**src/rtl/if_ctrl.sv**
```systemverilog
// rtl/if_ctrl.sv - IF-stage redirect/flush/stall control and trap sequencer
// Define IF_CTRL_IRQ_LATCH_EN to capture irq_req rising edges in a pending latch.
module if_ctrl (
    input  logic       clk,
    input  logic       reset_b,
    input  logic       irq_req,
    input  logic       exc_req,
    input  logic       in_kernel,
    input  logic       eret,
    input  logic       br_taken,
    input  logic       j_taken,
    input  logic       jr_taken,
    input  logic       load_use,
    input  logic       uart_wait,
    output logic [2:0] PCSrc,
    output logic       IF_Flush,
    output logic       IF_Pause,
    output logic       ID_Flush,
    output logic       intruption,
    output logic       exception,
    output logic [1:0] ctrl_state
);

    typedef enum logic [1:0] {
        ST_RUN    = 2'd0,
        ST_TRAP   = 2'd1,
        ST_DRAIN  = 2'd2,
        ST_KERNEL = 2'd3
    } state_e;

    state_e     state_q, state_d;
    logic       trap_exc_q, trap_exc_d;
    logic [7:0] trap_cnt_q, trap_cnt_d;
    logic       pending;

`ifdef IF_CTRL_IRQ_LATCH_EN
    logic pend_q, pend_d;
    logic irq_prev_q, irq_prev_d;

    // A rising edge counts in the same cycle so a fresh request in RUN traps on the next edge.
    assign pending = pend_q | (irq_req & ~irq_prev_q);
`else
    assign pending = irq_req;
`endif

    always_comb begin
        state_d    = state_q;
        trap_exc_d = trap_exc_q;
        trap_cnt_d = trap_cnt_q;
`ifdef IF_CTRL_IRQ_LATCH_EN
        pend_d     = pend_q;
        irq_prev_d = irq_prev_q;
`endif
        if (!uart_wait) begin
`ifdef IF_CTRL_IRQ_LATCH_EN
            pend_d     = pending;
            irq_prev_d = irq_req;
`endif
            unique case (state_q)
                ST_RUN: begin
                    if (exc_req) begin
                        // Exception wins; any pending interrupt is kept for later.
                        state_d    = ST_TRAP;
                        trap_exc_d = 1'b1;
                        trap_cnt_d = (trap_cnt_q == 8'hFF) ? trap_cnt_q : trap_cnt_q + 8'd1;
                    end else if (pending && !in_kernel) begin
                        state_d    = ST_TRAP;
                        trap_exc_d = 1'b0;
                        trap_cnt_d = (trap_cnt_q == 8'hFF) ? trap_cnt_q : trap_cnt_q + 8'd1;
`ifdef IF_CTRL_IRQ_LATCH_EN
                        pend_d     = 1'b0;
`endif
                    end
                end
                ST_TRAP:   state_d = ST_DRAIN;
                ST_DRAIN:  state_d = ST_KERNEL;
                ST_KERNEL: if (eret) state_d = ST_RUN;
                default:   state_d = ST_RUN;
            endcase
        end
    end

    always_ff @(posedge clk or negedge reset_b) begin
        if (!reset_b) begin
            state_q    <= ST_RUN;
            trap_exc_q <= 1'b0;
            trap_cnt_q <= 8'd0;
`ifdef IF_CTRL_IRQ_LATCH_EN
            pend_q     <= 1'b0;
            irq_prev_q <= 1'b0;
`endif
        end else begin
            state_q    <= state_d;
            trap_exc_q <= trap_exc_d;
            trap_cnt_q <= trap_cnt_d;
`ifdef IF_CTRL_IRQ_LATCH_EN
            pend_q     <= pend_d;
            irq_prev_q <= irq_prev_d;
`endif
        end
    end

    // Combinational outputs are gated by reset_b so they read zero while reset is held.
    always_comb begin
        PCSrc = 3'b000;
        if (reset_b && state_q != ST_TRAP) begin
            if (jr_taken)     PCSrc = 3'b100;
            else if (j_taken) PCSrc = 3'b010;
            else if (br_taken) PCSrc = 3'b001;
        end
        IF_Flush   = reset_b && ((PCSrc != 3'b000) || state_q == ST_TRAP);
        IF_Pause   = reset_b && load_use && !IF_Flush;
        ID_Flush   = reset_b && (state_q == ST_TRAP || state_q == ST_DRAIN);
        exception  = reset_b && state_q == ST_TRAP && trap_exc_q;
        intruption = reset_b && state_q == ST_TRAP && !trap_exc_q;
    end

    assign ctrl_state = state_q;

endmodule

```
**config.mk**
```make
export PLATFORM = sky130hd
export DESIGN_NAME = if_ctrl
export DESIGN_NICKNAME = d
export VERILOG_FILES = /design/src/rtl/if_ctrl.sv
export SDC_FILE = /design/constraint.sdc
export NUM_CORES = 1
export LEC_CHECK = 0
export BUFFER_PORTS_ARGS = -buffer_cell sky130_fd_sc_hd__buf_2
export CELL_PAD_IN_SITES_DETAIL_PLACEMENT = 0
export CELL_PAD_IN_SITES_GLOBAL_PLACEMENT = 2
export CORE_MARGIN = 3
export CORE_UTILIZATION = 19
export CTS_CLUSTER_DIAMETER = 120
export CTS_CLUSTER_SIZE = 10
export DETAILED_ROUTE_END_ITERATION = 8
export MAX_ROUTING_LAYER = met4
export PLACE_DENSITY_LB_ADDON = 0.12
export SLEW_MARGIN = 20
export SYNTH_ARGS = -nofsm -noshare
export SYNTH_HDL_FRONTEND = slang
export SYNTH_SLANG_ARGS = --single-unit
export TNS_END_PERCENT = 20
```
**constraint.sdc**
```tcl
create_clock -name clk -period 1.9 [get_ports clk]
set_input_delay 0.38 -clock clk [delete_from_list [all_inputs] [get_ports clk]]
set_output_delay 0.38 -clock clk [all_outputs]
set_load 0.02 [all_outputs]
```
==> flow_summary.json, run 1 <==
{
  "clk_path_buf_depth": 2,
  "drive_above_1_share_pct": 57.9,
  "clk_latency_ns": 0.23,
  "netlist_instances": 30,
  "port_buffers": 20,
  "fin_nets": 73,
  "insertedDiodeCount": 0,
  "postRouteAntennaNets": 0,
  "overflow": 0,
  "num_vias": 320,
  "avgSynthCellArea_sq_um": 9.51,
  "cts.sinks": 3,
  "ios": 21,
  "rsz0062_at_grt": "false",
  "post_drt_wl_per_cell_um": 11.3,
  "start_kind": "flip-flop",
  "ys_seq_elements": 3,
  "slowest_delay_ns": 0.35,
  "hold_class": "in -> reg",
  "clock_skew_ns": 0.000713,
  "critPathArrivalTime_ns": 1.43,
  "min_from": "exc_req",
  "final_cells": 72,
  "wl_met3_um": 76,
  "placed_cells": 65,
  "powerDensity_mw_per_mm2": 1290,
  "htreeDepth": 1,
  "start_util_pct": 21.1,
  "num_rows": 13,
  "regToRegEndpoint": "ctrl_state[1]",
  "period_minus_slack_ns": 1.81,
  "fin_crit_sh_pct": 95.2,
  "crit_required_ns": 1.52,
  "peakVddDrop_mv": 0.498,
  "worstPathCellList": "inv_1 > ha_2 > nor2_4 > nand2_2 > nor4b_2 > buf_4",
  "routed-wl-met2_um": 424,
  "outcome": "finished clean",
  "worstMarginPinSlew_ns": 0.227,
  "root_buffer": "clkbuf_4",
  "power.total_mw": 0.624,
  "p_leak_nw": 0.264,
  "synth_area_sq_um": 285,
  "die_h_um": 44.8,
  "seq_area_frac_synth_pct": 26.3,
  "fmax_mhz": 553,
  "worstPathMaxFanout": 5,
  "cts_made_buffers": 3,
  "end_kind": "output pin",
  "clk_pin_slew_ns": 0.04,
  "grt_pass1_vias": 296,
  "grt_use_total_pct": 9.17,
  "fp.coreArea_sq_mm": 0.00135,
  "slew-limit-headroom_pct": 84.7,
  "fin_hold_ws_ns": 0.396,
  "firstDrtPassIters": 4,
  "synth.lib_cells_used.distinct": 19,
  "wl_um": 816,
  "syn2layout_area_growth_pct": 68.9,
  "drc": 0,
  "grt_pass1_wl_um": 1260,
  "r2r_slack_ns": 0.27,
  "grt_max_degree": 9,
  "antenna_found_initial": 0,
  "multi_input_area_sq_um": 223,
  "avgViaCountPerCell": 4.44,
  "highest_layer": "met3",
  "gp_congestion": 0.723,
  "setup_viol": 0,
  "fin_setup_tns_ns": 0,
  "crit_slowest_cell": "dfrtp_1",
  "syn-num-nets": 45,
  "place_hpwl_um": 639,
  "fillers": 150,
  "wl_met1_um": 315,
  "finalHoldViolCount": 0,
  "drv_slew": 0,
  "r2r-start": "ctrl_state[0]",
  "r2r_cells": 5,
  "critPathKind": "reg -> out",
  "drt_iter0_drc": 10,
  "die_width_um": 44.8,
  "regArea_sq_um": 75.1,
  "die-area_sq_mm": 0.00200,
  "max-cap-violations": 0,
  "yosysWarnings": 0,
  "cts_tree": "yes",
  "min_delay_worst_endpoint": "trap_exc_q",
  "hold_depth": 2
}
==> cell usage after synthesis <==
cell	number	area, sq um
nor4b_1	1	8.76
inv_1	3	11.3
nor2_1	2	7.51
mux2_4	1	15.0
dfrtp_1	3	75.1
a311o_2	1	11.3
nand2b_1	1	6.26
ha_1	4	50.1
a22o_1	1	8.76
and2_1	1	6.26
nor2b_1	2	12.5
nand2_1	2	7.51
and3_1	2	12.5
o41a_1	1	11.3
nand2b_4	1	13.8
nor4_1	1	6.26
and3b_1	1	8.76
nor3b_1	1	7.51
a21oi_1	1	5.00
==> power breakdown <==
part	switching (mW)	leakage (nW)	internal, mW
clock	0.0328	0.0150	0.0787
combinational	0.212	0.215	0.182
sequential	0.0205	0.0342	0.0979
total	0.266	0.264	0.358
==> kinds of logic after synthesis <==
family                   count (synthesis)  synth area share, %
adder cells (fa/ha/maj)                  4                 17.5
buffers and inverters                    3                 3.95
multiplexers                             1                 5.26
AND/OR/NAND/NOR                         15                 34.2
AO/OA/AOI/OAI                            4                 12.7
flip-flops                               3                 26.3
==> cells in the final DEF (no fill, tap or decap), types with 2 or more instances in the layout <==
cell | Yosys | routed
and3_1 | 2 | 2
buf_2 | 0 | 19
buf_4 | 0 | 3
clkbuf_4 | 0 | 3
dfrtp_1 | 3 | 3
ha_1 | 4 | 3
inv_1 | 3 | 3
nor2b_1 | 2 | 2
==> layout make-up <==
cell class	count	share of cell area, %
multi-input combinational	24	46.2
timing repair buffer	23	26.5
sequential	3	15.6
clock buffer	4	5.45
tap	15	3.90
inverter	3	2.34
==> registers in the layout (all words and copies together) (netlist names) <==
name and flops:
trap_exc_q 1, ctrl_state 2
==> metrics by stage <==
step	util [%]	instance area (sq um)	worst slack, ns
4_1_cts	34.4	464	0.0463
5_1_grt	35.7	482	0.00662
3_3_place_gp	30.4	410	0.230
3_5_place_dp	30.4	410	0.136
2_1_floorplan	-	292	-0.0116
6_report	35.7	482	0.0908
==> worst max-delay path: cells and delay by family (launching register included) <==
kind          cells  cell delay, ns
simple gates      3            0.39
flops             1            0.35
buf+inv           2            0.25
fa+ha+maj         1            0.21
==> layer usage <==
layer | vias up | global-route usage (%)
met5 | - | -
met3 | 0 | 4.78
met4 | 0 | 3.61
met2 | 12 | 15.2
li1 | 161 | -
met1 | 147 | 8.98
==> timing repair <==
action	4_1_cts	5_1_grt
endpoints found under the hold margin	3	0
endpoints found under the setup margin	3	2
cloned	0	0
resized for setup	1	5
hold buffers	1	0
pin swaps	0	0
buffers inserted	2	0
==> how the worst max path moves through the flow <==
| stage | end | slack (ns) | from |
|---|---|---|---|
| 2_1_floorplan | PCSrc[0] | -0.01 | ctrl_state[1] |
| 3_3_place_gp | IF_Pause | 0.23 | ctrl_state[1] |
| 3_5_place_dp | IF_Pause | 0.14 | ctrl_state[1] |
| 4_1_cts | IF_Pause | 0.05 | ctrl_state[0] |
| 5_1_grt | IF_Pause | 0.007 | ctrl_state[1] |
| 6_report | IF_Pause | 0.09 | ctrl_state[1] |
Power figures use the tool's default switching activity.
==> run 2: changes to the inputs <==
CORE_UTILIZATION = 20   (was 19)
CTS_BUF_LIST = sky130_fd_sc_hd__clkbuf_2   (was default)
==> run 2 against run 1 <==
Against the previous run: sequential share of layout area rose by 0.42 points; hold slack gained 0.011 ns; flip-flop and latch count is the same; design area fell by 2.6%; non-clock buffer count is 1 lower; global-route usage rose by 0.094 points; die area is 4.4% lower; highest routed layer is now met4.
==> flow_summary.json, run 2 (synthesis gave the netlist of run 1 again) <==
{
  "outcome": "finished clean",
  "antenna_found_initial": 0,
  "fin_nets": 72,
  "cts.sinks": 3,
  "syn2layout_area_growth_pct": 64.5,
  "end_kind": "output pin",
  "p_leak_nw": 0.262,
  "postRouteAntennaNets": 0,
  "clk_pin_slew_ns": 0.05,
  "crit_slowest_cell": "dfrtp_1",
  "overflow": 0,
  "drc": 0,
  "largest_reg_flops": 2,
  "slowest_delay_ns": 0.44,
  "grt_pass1_vias": 302,
  "drive_above_1_share_pct": 57.1,
  "r2r_slack_ns": 0.29,
  "critPathArrivalTime_ns": 1.42,
  "finalHoldViolCount": 0,
  "regToRegEndpoint": "ctrl_state[1]",
  "ios": 21,
  "root_buffer": "clkbuf_2",
  "drv_slew": 0,
  "min_from": "exc_req",
  "worstMarginPinSlew_ns": 0.217,
  "powerDensity_mw_per_mm2": 1280,
  "final_util_pct": 38.6,
  "hold_class": "in -> reg",
  "final_common_cell": "buf_2",
  "pre_cts_ws_ns": 0.193,
  "start_util_pct": 23.5,
  "r2r_cells": 5,
  "slew-limit-headroom_pct": 85.4,
  "fin_hold_ws_ns": 0.408,
  "fmax_mhz": 554,
  "max-cap-violations": 0,
  "clock_skew_ns": 0.00400,
  "crit_required_ns": 1.52,
  "setup_ws_ns": 0.0962,
  "fin_crit_sh_pct": 94.9,
  "port_buffers": 20,
  "final_cell_mix": "buf_2, clkbuf_2, inv_1, ha_1, dfrtp_1",
  "cts_made_buffers": 3,
  "clk_path_buf_depth": 2,
  "grt_max_degree": 9,
  "hold_depth": 2,
  "grt_pass1_wl_um": 1220,
  "rsz0062_at_grt": "false",
  "fp.coreArea_sq_mm": 0.00122,
  "cts_tree": "yes",
  "r2r-start": "ctrl_state[1]",
  "die-area_sq_mm": 0.00192,
  "die_width_um": 43.8,
  "min_delay_worst_endpoint": "trap_exc_q",
  "die_h_um": 43.8,
  "avgViaCountPerCell": 4.61,
  "firstDrtPassIters": 4,
  "critPathKind": "reg -> out",
  "clk_latency_ns": 0.21,
  "gp_congestion": 0.671,
  "peakVddDrop_mv": 0.477,
  "num_vias": 323,
  "fin_setup_tns_ns": 0,
  "worstPathMaxFanout": 5,
  "period_minus_slack_ns": 1.80,
  "wl_um": 787,
  "setup_viol": 0,
  "power.total_mw": 0.599,
  "htreeDepth": 1,
  "drt_iter0_drc": 4,
  "num_rows": 12,
  "fillers": 132,
  "grt_use_total_pct": 9.26,
  "worstPathCellList": "ha_4 > nor2_2 > nand2_1 > nor4b_2 > buf_4",
  "insertedDiodeCount": 0,
  "place_hpwl_um": 591,
  "post_drt_wl_per_cell_um": 11.2,
  "start_kind": "flip-flop"
}
-- run 2: critical path, delay by kind of cell, from the launching register on --
| family | cells | cell delay (ns) |
|---|---|---|
| buf+inv | 1 | 0.17 |
| simple gates | 3 | 0.39 |
| flops | 1 | 0.44 |
| fa+ha+maj | 1 | 0.21 |
-- run 2: where the power goes --
part,leakage (nW),switching [mW],internal (mW),total (mW)
clock network,0.0166,0.0360,0.0555,0.0915
logic,0.211,0.202,0.175,0.377
registers,0.0342,0.0325,0.0976,0.130
total,0.262,0.271,0.328,0.599
-- run 2: timing repair --
item,CTS,global route
hold buffers,1,0
endpoints found under the setup margin,3,2
endpoints found under the hold margin,3,0
gates resized for setup,1,4
setup buffers,1,0
-- run 2: metrics by stage --
stage          cell area [sq um]  instances
2_1_floorplan                292         30
3_3_place_gp                 409         64
3_5_place_dp                 409         64
5_1_grt                      469         70
4_1_cts                      449         70
6_report                     469         70
-- run 2: area by class of cell --
cell class / count / area, sq um / area share, %
flip-flops and latches: 3 / 75.1 / 16.0
clock buffers: 4 / 20.0 / 4.27
inverters: 3 / 11.3 / 2.40
multi-input cells: 24 / 225 / 48.0
repair buffers: 22 / 120 / 25.6
well taps: 14 / 17.5 / 3.73
-- run 2: how the worst max path moves through the flow --
stage	startpoint	endpoint	slack (ns)	depth (start not counted)
floorplan	ctrl_state[1]	PCSrc[0]	-0.01	5
global placement	ctrl_state[1]	IF_Pause	0.24	6
detailed placement	ctrl_state[1]	IF_Pause	0.19	6
CTS	ctrl_state[0]	IF_Pause	0.04	5
global route	ctrl_state[0]	IF_Pause	0.02	5
finish	ctrl_state[0]	IF_Pause	0.1	5
-- run 2: metal layers --
metal	track usage (%)	vias to the layer above	wire (um)
met5	-	-	0
met4	9.04	0	17
met3	2.07	2	104
met2	14.2	21	349
met1	9.40	137	317
li1	-	163	-
